### config.mk
export PLATFORM = sky130hd
export DESIGN_NAME = seg_scan
export DESIGN_NICKNAME = d
export VERILOG_FILES = /design/src/rtl/seg_scan.sv
export SDC_FILE = /design/constraint.sdc
export NUM_CORES = 1
export LEC_CHECK = 0
export ABC_AREA = 1
export CORE_MARGIN = 2
export CORE_UTILIZATION = 63
export CTS_CLUSTER_DIAMETER = 30
export CTS_CLUSTER_SIZE = 24
export DETAILED_ROUTE_END_ITERATION = 12
export DONT_BUFFER_PORTS = 1
export HOLD_SLACK_MARGIN = 0.08
export MAX_ROUTING_LAYER = met4
export PLACE_DENSITY = 0.79
export SYNTH_ARGS = -nofsm -noshare
export SYNTH_HDL_FRONTEND = slang
export SYNTH_SLANG_ARGS = --single-unit
### constraint.sdc
create_clock -name clk -period 2.8 [get_ports clk]
set_input_delay 0.7 -clock clk [delete_from_list [all_inputs] [get_ports clk]]
set_output_delay 0.7 -clock clk [all_outputs]
set_load 0.01 [all_outputs]
### src/rtl/seg_scan.sv
// Four-digit multiplexed seven-segment scanner with frame snapshot and sticky overflow dp.
// Optional leading-zero blanking is compiled in when SEG_SCAN_LZB_EN is defined.
module seg_scan #(
   parameter int SCAN_DIV = 50000,
   parameter int DIV_W    = 16
) (
   input  logic       clk,
   input  logic       reset,
   input  logic [4:0] seg1_dig,
   input  logic [4:0] seg2_dig,
   input  logic [4:0] seg3_dig,
   input  logic [4:0] seg4_dig,
   input  logic       en4,
   output logic [3:0] seg_sel,
   output logic [7:0] seg_led,
   output logic       frame_done
);

   localparam logic [DIV_W-1:0] CNT_MAX = DIV_W'(SCAN_DIV - 1);

   localparam logic [1:0] IDX_D1 = 2'd0;
   localparam logic [1:0] IDX_D2 = 2'd1;
   localparam logic [1:0] IDX_D3 = 2'd2;
   localparam logic [1:0] IDX_D4 = 2'd3;

   // Active-low a..g glyph; anything outside 0..9 shows a dash.
   function automatic logic [6:0] seg_decode(input logic [4:0] val);
      logic [6:0] glyph;
      case (val)
         5'd0:    glyph = 7'h40;
         5'd1:    glyph = 7'h79;
         5'd2:    glyph = 7'h24;
         5'd3:    glyph = 7'h30;
         5'd4:    glyph = 7'h19;
         5'd5:    glyph = 7'h12;
         5'd6:    glyph = 7'h02;
         5'd7:    glyph = 7'h78;
         5'd8:    glyph = 7'h00;
         5'd9:    glyph = 7'h10;
         default: glyph = 7'h3F;
      endcase
      return glyph;
   endfunction

   function automatic logic [3:0] sel_decode(input logic [1:0] idx);
      logic [3:0] sel;
      case (idx)
         IDX_D1:  sel = 4'b1110;
         IDX_D2:  sel = 4'b1101;
         IDX_D3:  sel = 4'b1011;
         IDX_D4:  sel = 4'b0111;
         default: sel = 4'b1111;
      endcase
      return sel;
   endfunction

   logic [DIV_W-1:0] cnt_q, cnt_d;
   logic [1:0]       idx_q, idx_d;
   logic [4:0]       snap1_q, snap2_q, snap3_q, snap4_q;
   logic [4:0]       snap1_d, snap2_d, snap3_d, snap4_d;
   logic             ovf_q, ovf_d;
   logic [3:0]       sel_q, sel_d;
   logic [7:0]       led_q, led_d;
   logic             fd_q, fd_d;
   logic             tick_s;
   logic             capture_s;
   logic [4:0]       cur_dig_s;
   logic             blank_s;
   logic             dp_n_s;

   assign tick_s    = (cnt_q == CNT_MAX);
   assign capture_s = tick_s && (idx_q == IDX_D4);

   // Prescaler, digit index, snapshot and overflow next-state.
   always_comb begin
      cnt_d   = cnt_q + DIV_W'(1);
      idx_d   = idx_q;
      snap1_d = snap1_q;
      snap2_d = snap2_q;
      snap3_d = snap3_q;
      snap4_d = snap4_q;
      ovf_d   = ovf_q | en4;
      if (tick_s) begin
         cnt_d = '0;
         idx_d = idx_q + 2'd1;
      end else begin
         cnt_d = cnt_q + DIV_W'(1);
      end
      if (capture_s) begin
         snap1_d = seg1_dig;
         snap2_d = seg2_dig;
         snap3_d = seg3_dig;
         snap4_d = seg4_dig;
      end else begin
         snap1_d = snap1_q;
      end
   end

   // Digit and blanking selection use the post-edge index and snapshot so slot 0 sees fresh captures.
   always_comb begin
      case (idx_d)
         IDX_D1:  cur_dig_s = snap1_d;
         IDX_D2:  cur_dig_s = snap2_d;
         IDX_D3:  cur_dig_s = snap3_d;
         IDX_D4:  cur_dig_s = snap4_d;
         default: cur_dig_s = 5'd0;
      endcase
`ifdef SEG_SCAN_LZB_EN
      case (idx_d)
         IDX_D2:  blank_s = (snap2_d == 5'd0) && (snap3_d == 5'd0) && (snap4_d == 5'd0);
         IDX_D3:  blank_s = (snap3_d == 5'd0) && (snap4_d == 5'd0);
         IDX_D4:  blank_s = (snap4_d == 5'd0);
         default: blank_s = 1'b0;
      endcase
`else
      blank_s = 1'b0;
`endif
      dp_n_s = !((idx_d == IDX_D4) && ovf_d);
   end

   // Output next-state: held between ticks, refreshed on every tick.
   always_comb begin
      sel_d = sel_q;
      led_d = led_q;
      fd_d  = 1'b0;
      if (tick_s) begin
         sel_d = sel_decode(idx_d);
         if (blank_s) begin
            led_d = {dp_n_s, 7'h7F};
         end else begin
            led_d = {dp_n_s, seg_decode(cur_dig_s)};
         end
         fd_d = capture_s;
      end else begin
         fd_d = 1'b0;
      end
   end

   // State and output registers.
   always_ff @(posedge clk or posedge reset) begin
      if (reset) begin
         cnt_q   <= '0;
         idx_q   <= IDX_D4;
         snap1_q <= 5'd0;
         snap2_q <= 5'd0;
         snap3_q <= 5'd0;
         snap4_q <= 5'd0;
         ovf_q   <= 1'b0;
         sel_q   <= 4'hF;
         led_q   <= 8'hFF;
         fd_q    <= 1'b0;
      end else begin
         cnt_q   <= cnt_d;
         idx_q   <= idx_d;
         snap1_q <= snap1_d;
         snap2_q <= snap2_d;
         snap3_q <= snap3_d;
         snap4_q <= snap4_d;
         ovf_q   <= ovf_d;
         sel_q   <= sel_d;
         led_q   <= led_d;
         fd_q    <= fd_d;
      end
   end

   assign seg_sel    = sel_q;
   assign seg_led    = led_q;
   assign frame_done = fd_q;

endmodule

Yosys cells after proc, flatten, opt, wreduce, memory -nomap -nowiden

Memory sizes are Yosys's and may differ from the RTL's.
Index checks and enable logic that the tools add are counted.

Add/subtract/negate cells: 2
Eq/ne operators: 5
Multiplexer cells: 10
Bitwise gates (word level): 1
Reductions and logical operators: 4

Operator list:

| cell                  | number |
|---|---|
| $mux 5                | 4 |
| $pmux 5 s4            | 1 |
| $add 16x1->16 const B | 1 |
| $eq 16x16->1 const B  | 1 |
| $mux 16               | 1 |
| $pmux 4 s4            | 1 |
| $mux 7                | 1 |
| $eq 2x2->1 const B    | 3 |
| $add 2x1->2 const B   | 1 |
| $eq 2x1->1 const B    | 1 |
| $logic_and 1x1->1     | 2 |
| $logic_not 2->1       | 1 |
| $mux 2                | 1 |
| $logic_not 1->1       | 1 |
| $mux 1                | 1 |
| $or 1x1->1            | 1 |

Register bits: 52
ROM bits: 112
Output and inout bits: 13
Memories kept: 1

Memories:

| name            | words | bits a word | rd ports | clocked after Yosys merged registers in | write ports | line | RTL |
|---|---|---|---|---|---|---|---|
| (no name shown) | 16    | 7           | 1        | 0                                       | 0           | 29   | `case (val)` |

Logic depth before layout (Yosys ltp)

An unclocked memory read counts as a cell.

Word-level depth: 6
Mapped depth: 21

Worst setup path after synthesis

OpenSTA, ideal clock, no wires.

Kind: reg2reg
Start: reg idx_q[0]
End: reg led_q[5], in the netlist seg_led[5]
Setup time: 77 ps
Arrival time: 2,380 ps
Data required time: 2,723 ps
Slack: 342 ps
Stages on the path, launching flop included: 16
Period minus slack after synthesis: 2,458 ps
Cells stage by stage: dfstp_2 ha_1 buf_1 nand3_4 buf_2 or2_0 o21ai_1 nand2_1 nand2_1 inv_1 ha_1 nand3b_1 nand3_1 nand2_1 inv_1 nand2_1

Word-level cells in the longest chain between the ends: 6
Elaborated cells between the ends (all ways): 15
Classes of those cells: 1 x add/sub; 4 x eq/ne; 7 x mux; 2 x reduce/logical; 1 x memory

Ends and longest elaborated chain:

| what                                               | line   | RTL |
|---|---|---|
| from (decl)                                        | 58     | `logic [1:0] idx_q, idx_d;` |
| from (signal assigned)                             | 154    | `idx_q <= idx_d;` |
| $add 2x1->2 / $eq 2x2->1 (equally long branches)   | 85, 72 |  |
| $mux 2 / $logic_and 1x1->1 (equally long branches) | 83, 72 |  |
| $eq 2x2->1, or another cell as far along           | 101    | `case (idx_d)` |
| $pmux 5 s4 (*)                                     | 101    |  |
| $mem_v2 16x7                                       | --     |  |
| $mux 7 (*)                                         | 29     |  |
| to (signal assigned)                               | 161    | `led_q <= led_d;` |
| to (decl)                                          | 63     | `logic [7:0] led_q, led_d;` |

Every way passes the cells marked *; elsewhere a longest branch is shown, timed or not.
A chain may end at the register's enable or synchronous reset.

Worst setup path in the final report

Start: reg cnt_q[10]
End: reg led_q[5], in the netlist seg_led[5]

Word-level cells in the longest chain between the ends: 6
Elaborated cells between the ends (all ways): 14
Classes of those cells: 4 x eq/ne; 7 x mux; 2 x reduce/logical; 1 x memory

Ends and longest elaborated chain:

| what                                               | line   | RTL |
|---|---|---|
| from (decl)                                        | 57     | `logic [DIV_W-1:0] cnt_q, cnt_d;` |
| from (signal assigned)                             | 153    | `cnt_q <= cnt_d;` |
| $eq 16x16->1 (*)                                   | 71     | `assign tick_s = (cnt_q == CNT_MAX);` |
| $mux 2 / $logic_and 1x1->1 (equally long branches) | 83, 72 |  |
| $eq 2x2->1, or another cell as far along           | 101    |  |
| $pmux 5 s4                                         | 101    |  |
| $mem_v2 16x7                                       | --     |  |
| $mux 7                                             | 29     |  |

Marks and branches as above.

==> metrics.md <==
| Metric | Value |
|---|---|
| Status | finished, final reports clean |
| Post-route cell area | approximately 3300 um2 |
| WP data required | 3040 ps |
| Reg2Reg Depth | 16 |
| CTS max path bufs | 2 |
| Vias per cell | about 5.3 |
| Number of core rows | 24 |
| Drc violations | 0 |
| Metal-1 WL | 2910 um |
| Final period util | 93.0% |
| Reg2reg setup slack | 190 ps |
| CP Cell Sequence | nor2_2 -> nand2_1 -> nor2_4 -> nand3_4 -> buf_4 -> or2_0 -> o21ai_1 -> nand2_1 -> nand2_1 -> inv_1 -> ha_1 -> nand3b_1 -> nand3_1 -> nand2_1 -> inv_1 -> nand2_1 |
| Worst rel slew slack | 77.2% |
| Endpoint class of the critical path | flip-flop |
| Fin Hold WS | 308 ps |
| Most frequent cells in the layout | nand2_1, inv_1, dfrtp_1, nor2_1, nand3_1 |
| Clock Root Buffer | clkbuf_8 |
| Peak supply drop | 261 uV |
| Starting Density | 66.4% |
| R2R Path End | seg_led[5] |
| Synth cell types | 38 |
| Routed WL | 6140 um |
| CP peak stage delay | 470 ps |
| CTS Buf Count | 5 |
| Grt ovf | 0 |
| Dpl cell area | 3040 um2 |
| P_leak | 1.78 nW |
| Worst-Skew Late Latency | 300 ps |
| Fmax | 384 MHz |
| Yosys warns | 0 |
| Async set-reset flop share out of synthesis | 100% |
| Layout net count | 431 |
| Number of global-route vias before repair | ~2200 |
| CTS sink count | 52 |
| Non-Filler Instances | 453 |
| Avg Inst Size Synth | 7.71 um2 |
| Iteration-0 DRC Markers | ~160 |
| Reg power frac | ~55% |
| Synthesis-to-finish area growth | 11.0% |
| Hold Fails Final Rpt | 0 |
| Most used cell, CP | nand2_1 |
| Die area | 5250 um2 |
| Power Internal | 1.11 mW |
| Mapped cell area | 2950 um2 |
| Combinational share of power | 1.5% |
| First-pass GRT wire length | 10100 um |
| DP Cell Count | about 440 |
| CP startpoint kind | flip-flop |
| Clock H-tree levels | 2 |
| # IOs | 36 |
| Net Sw Power | about 0.26 mW |
| Cells after Synth | about 380 |
| Clock transition at path regs | 90 ps |
| Post-layout util | 73.8% |
| Mapped Nets | 414 |
| Most common cell after layout, fill and taps aside | nand2_1 |
| Net Sw Frac | around a fifth |
| Via count | 2383 |
| Synthesis-stage register bit count | 52 |
| WP data arrival | 2840 ps |
| Hold_buf cts | 0 |
| Share of cells above drive strength 1 | 19.0% |
| Inserted Diodes | 0 |
| Largest net degree at the start of global routing | 53 |
| DR WL met3 | 229 um |
| Gr usage total | 25.8% |
| CP Max Fanout | 11 |
| Min cycle time layout | 2610 ps |
| Post-Route Skew | about 11 ps |
| Fill count | roughly 340 |
| Router iterations before antenna repair | 4 |
| Count of pins over their slew limit | 0 |
| Slew @ Worst Pin | 339 ps |
| Initial antenna violation count | 0 |
| Post-synth top flop | dfrtp_1 |
| Register area share after synthesis | between 40% and 50% |
| Die W | 72.5 um |
| CTS tree | yes |
| Pwr Total | 1.37 mW |
| Setup CP Type | flip-flop to flip-flop |
| Worst hold path type | input port to async pin |
| Post-DP HPWL | ~4500 um |
| GPL Wtd Cong | around 0.94 |
| WL/cell | 13.6 um |
| Die Height | 72.5 um |
| Top sig layer | met4 |
| Max-cap violation count | 0 |
| Pwr per Cell Area | 419 nW/um2 |
| Port bufs | 0 |
| Setup violators final | 0 |
| Crit Reg-Reg Startpoint | cnt_q[10] |
| Core Box Area | 4440 um2 |
| Slowest CP cell | dfrtp_1 |
| Clock power share | a little over two fifths |
| WL met2 | 2950 um |
| Post-synth EDFFs | 0 |
| Remaining antenna violation count | 0 |
[timing repair]
item                                   in CTS  in global routing
gates resized for setup                     0                  9
setup endpoints to repair                   0                  7
buffers inserted                            0                 10
endpoints found under the hold margin       0                  0
[routing by layer]
metal	track usage, %	vias to the layer above
met2	39.7	59
met4	5.97	0
li1	-	1219
met3	5.28	7
met5	-	-
met1	35.6	1098
[worst max-delay path, delay by kind of cell, from the launching register on]
| kind | cells | cell delay [ps] |
|---|---|---|
| buf+inv | 3 | 350 |
| flops | 1 | 470 |
| simple gates | 11 | 1410 |
| compound gates | 1 | 140 |
| fa+ha+maj | 1 | 180 |
[synth_stat cells (3+ instances only)]
cell | number | area (um2)
nor2_1 | 38 | 143
nand2_1 | 117 | 439
dfrtp_1 | 38 | 951
or2_2 | 3 | 18.8
nand3_1 | 25 | 125
dfstp_2 | 14 | 368
nand2_2 | 8 | 50.1
inv_1 | 59 | 221
nor2_2 | 6 | 37.5
a21oi_1 | 6 | 30.0
ha_1 | 8 | 100
nor2_4 | 3 | 33.8
nand3_2 | 3 | 30.0
inv_2 | 4 | 15.0
o21ai_0 | 9 | 45.0
nand4_1 | 10 | 62.6
o21a_1 | 3 | 22.5
[registers in the layout, summed over array words and instances (netlist names)]
register    cells
snap4_q         5
frame_done      1
snap2_q         5
idx_q           2
seg_led         8
snap3_q         5
snap1_q         5
ovf_q           1
cnt_q          16
seg_sel         4
[worst max path at each step]
stage / start / to / cells past startpoint
floorplan: idx_q[0] / seg_led[5] / 15
global placement: cnt_q[0] / seg_led[4] / 15
detailed placement: cnt_q[0] / seg_led[4] / 15
CTS: cnt_q[0] / seg_led[4] / 15
global route: cnt_q[10] / seg_led[4] / 18
finish: cnt_q[10] / seg_led[5] / 16
[power by group through the flow]
stage	logic (mW)	registers, mW	clock network (mW)
after CTS	0.0212	0.752	0.614
after floorplan	0.0129	0.765	0
after detailed placement	0.0212	0.765	0
final	0.0201	0.751	0.601
after global routing	0.0239	0.752	0.642
after global placement	0.0211	0.765	0
[cell families (layout without fill, tap and decap cells)]
| group | Yosys count | in the layout | synth area share [%] |
|---|---|---|---|
| buffers and inverters | 69 | 87 | 9.11 |
| adders and majority gates | 8 | 8 | 3.39 |
| xor gates and xnor gates | 2 | 2 | 0.593 |
| AOI/OAI and AO/OA | 25 | 25 | 4.96 |
| and+or+nand+nor | 227 | 227 | 37.3 |
| DFF | 52 | 52 | 44.7 |
[final cells by class]
cell class              count  area (um2)  share of cell area [%]
clock buffers               6        72.6                    2.21
well taps                  52        65.1                    1.98
clock inverters             2        60.1                    1.83
multi-input cells         262        1400                    42.6
inverters                  64         240                    7.33
flip-flops and latches     52        1320                    40.3
repair buffers             15         125                    3.82
[stage by stage]
stage	worst slack (ps)	TNS, ps
5_1_grt	-23.3	-38.4
4_1_cts	43.7	0
6_report	195	0
3_5_place_dp	72.8	0
2_1_floorplan	342	0
3_3_place_gp	184	0
No activity file was read; power rests on OpenSTA's default activity.
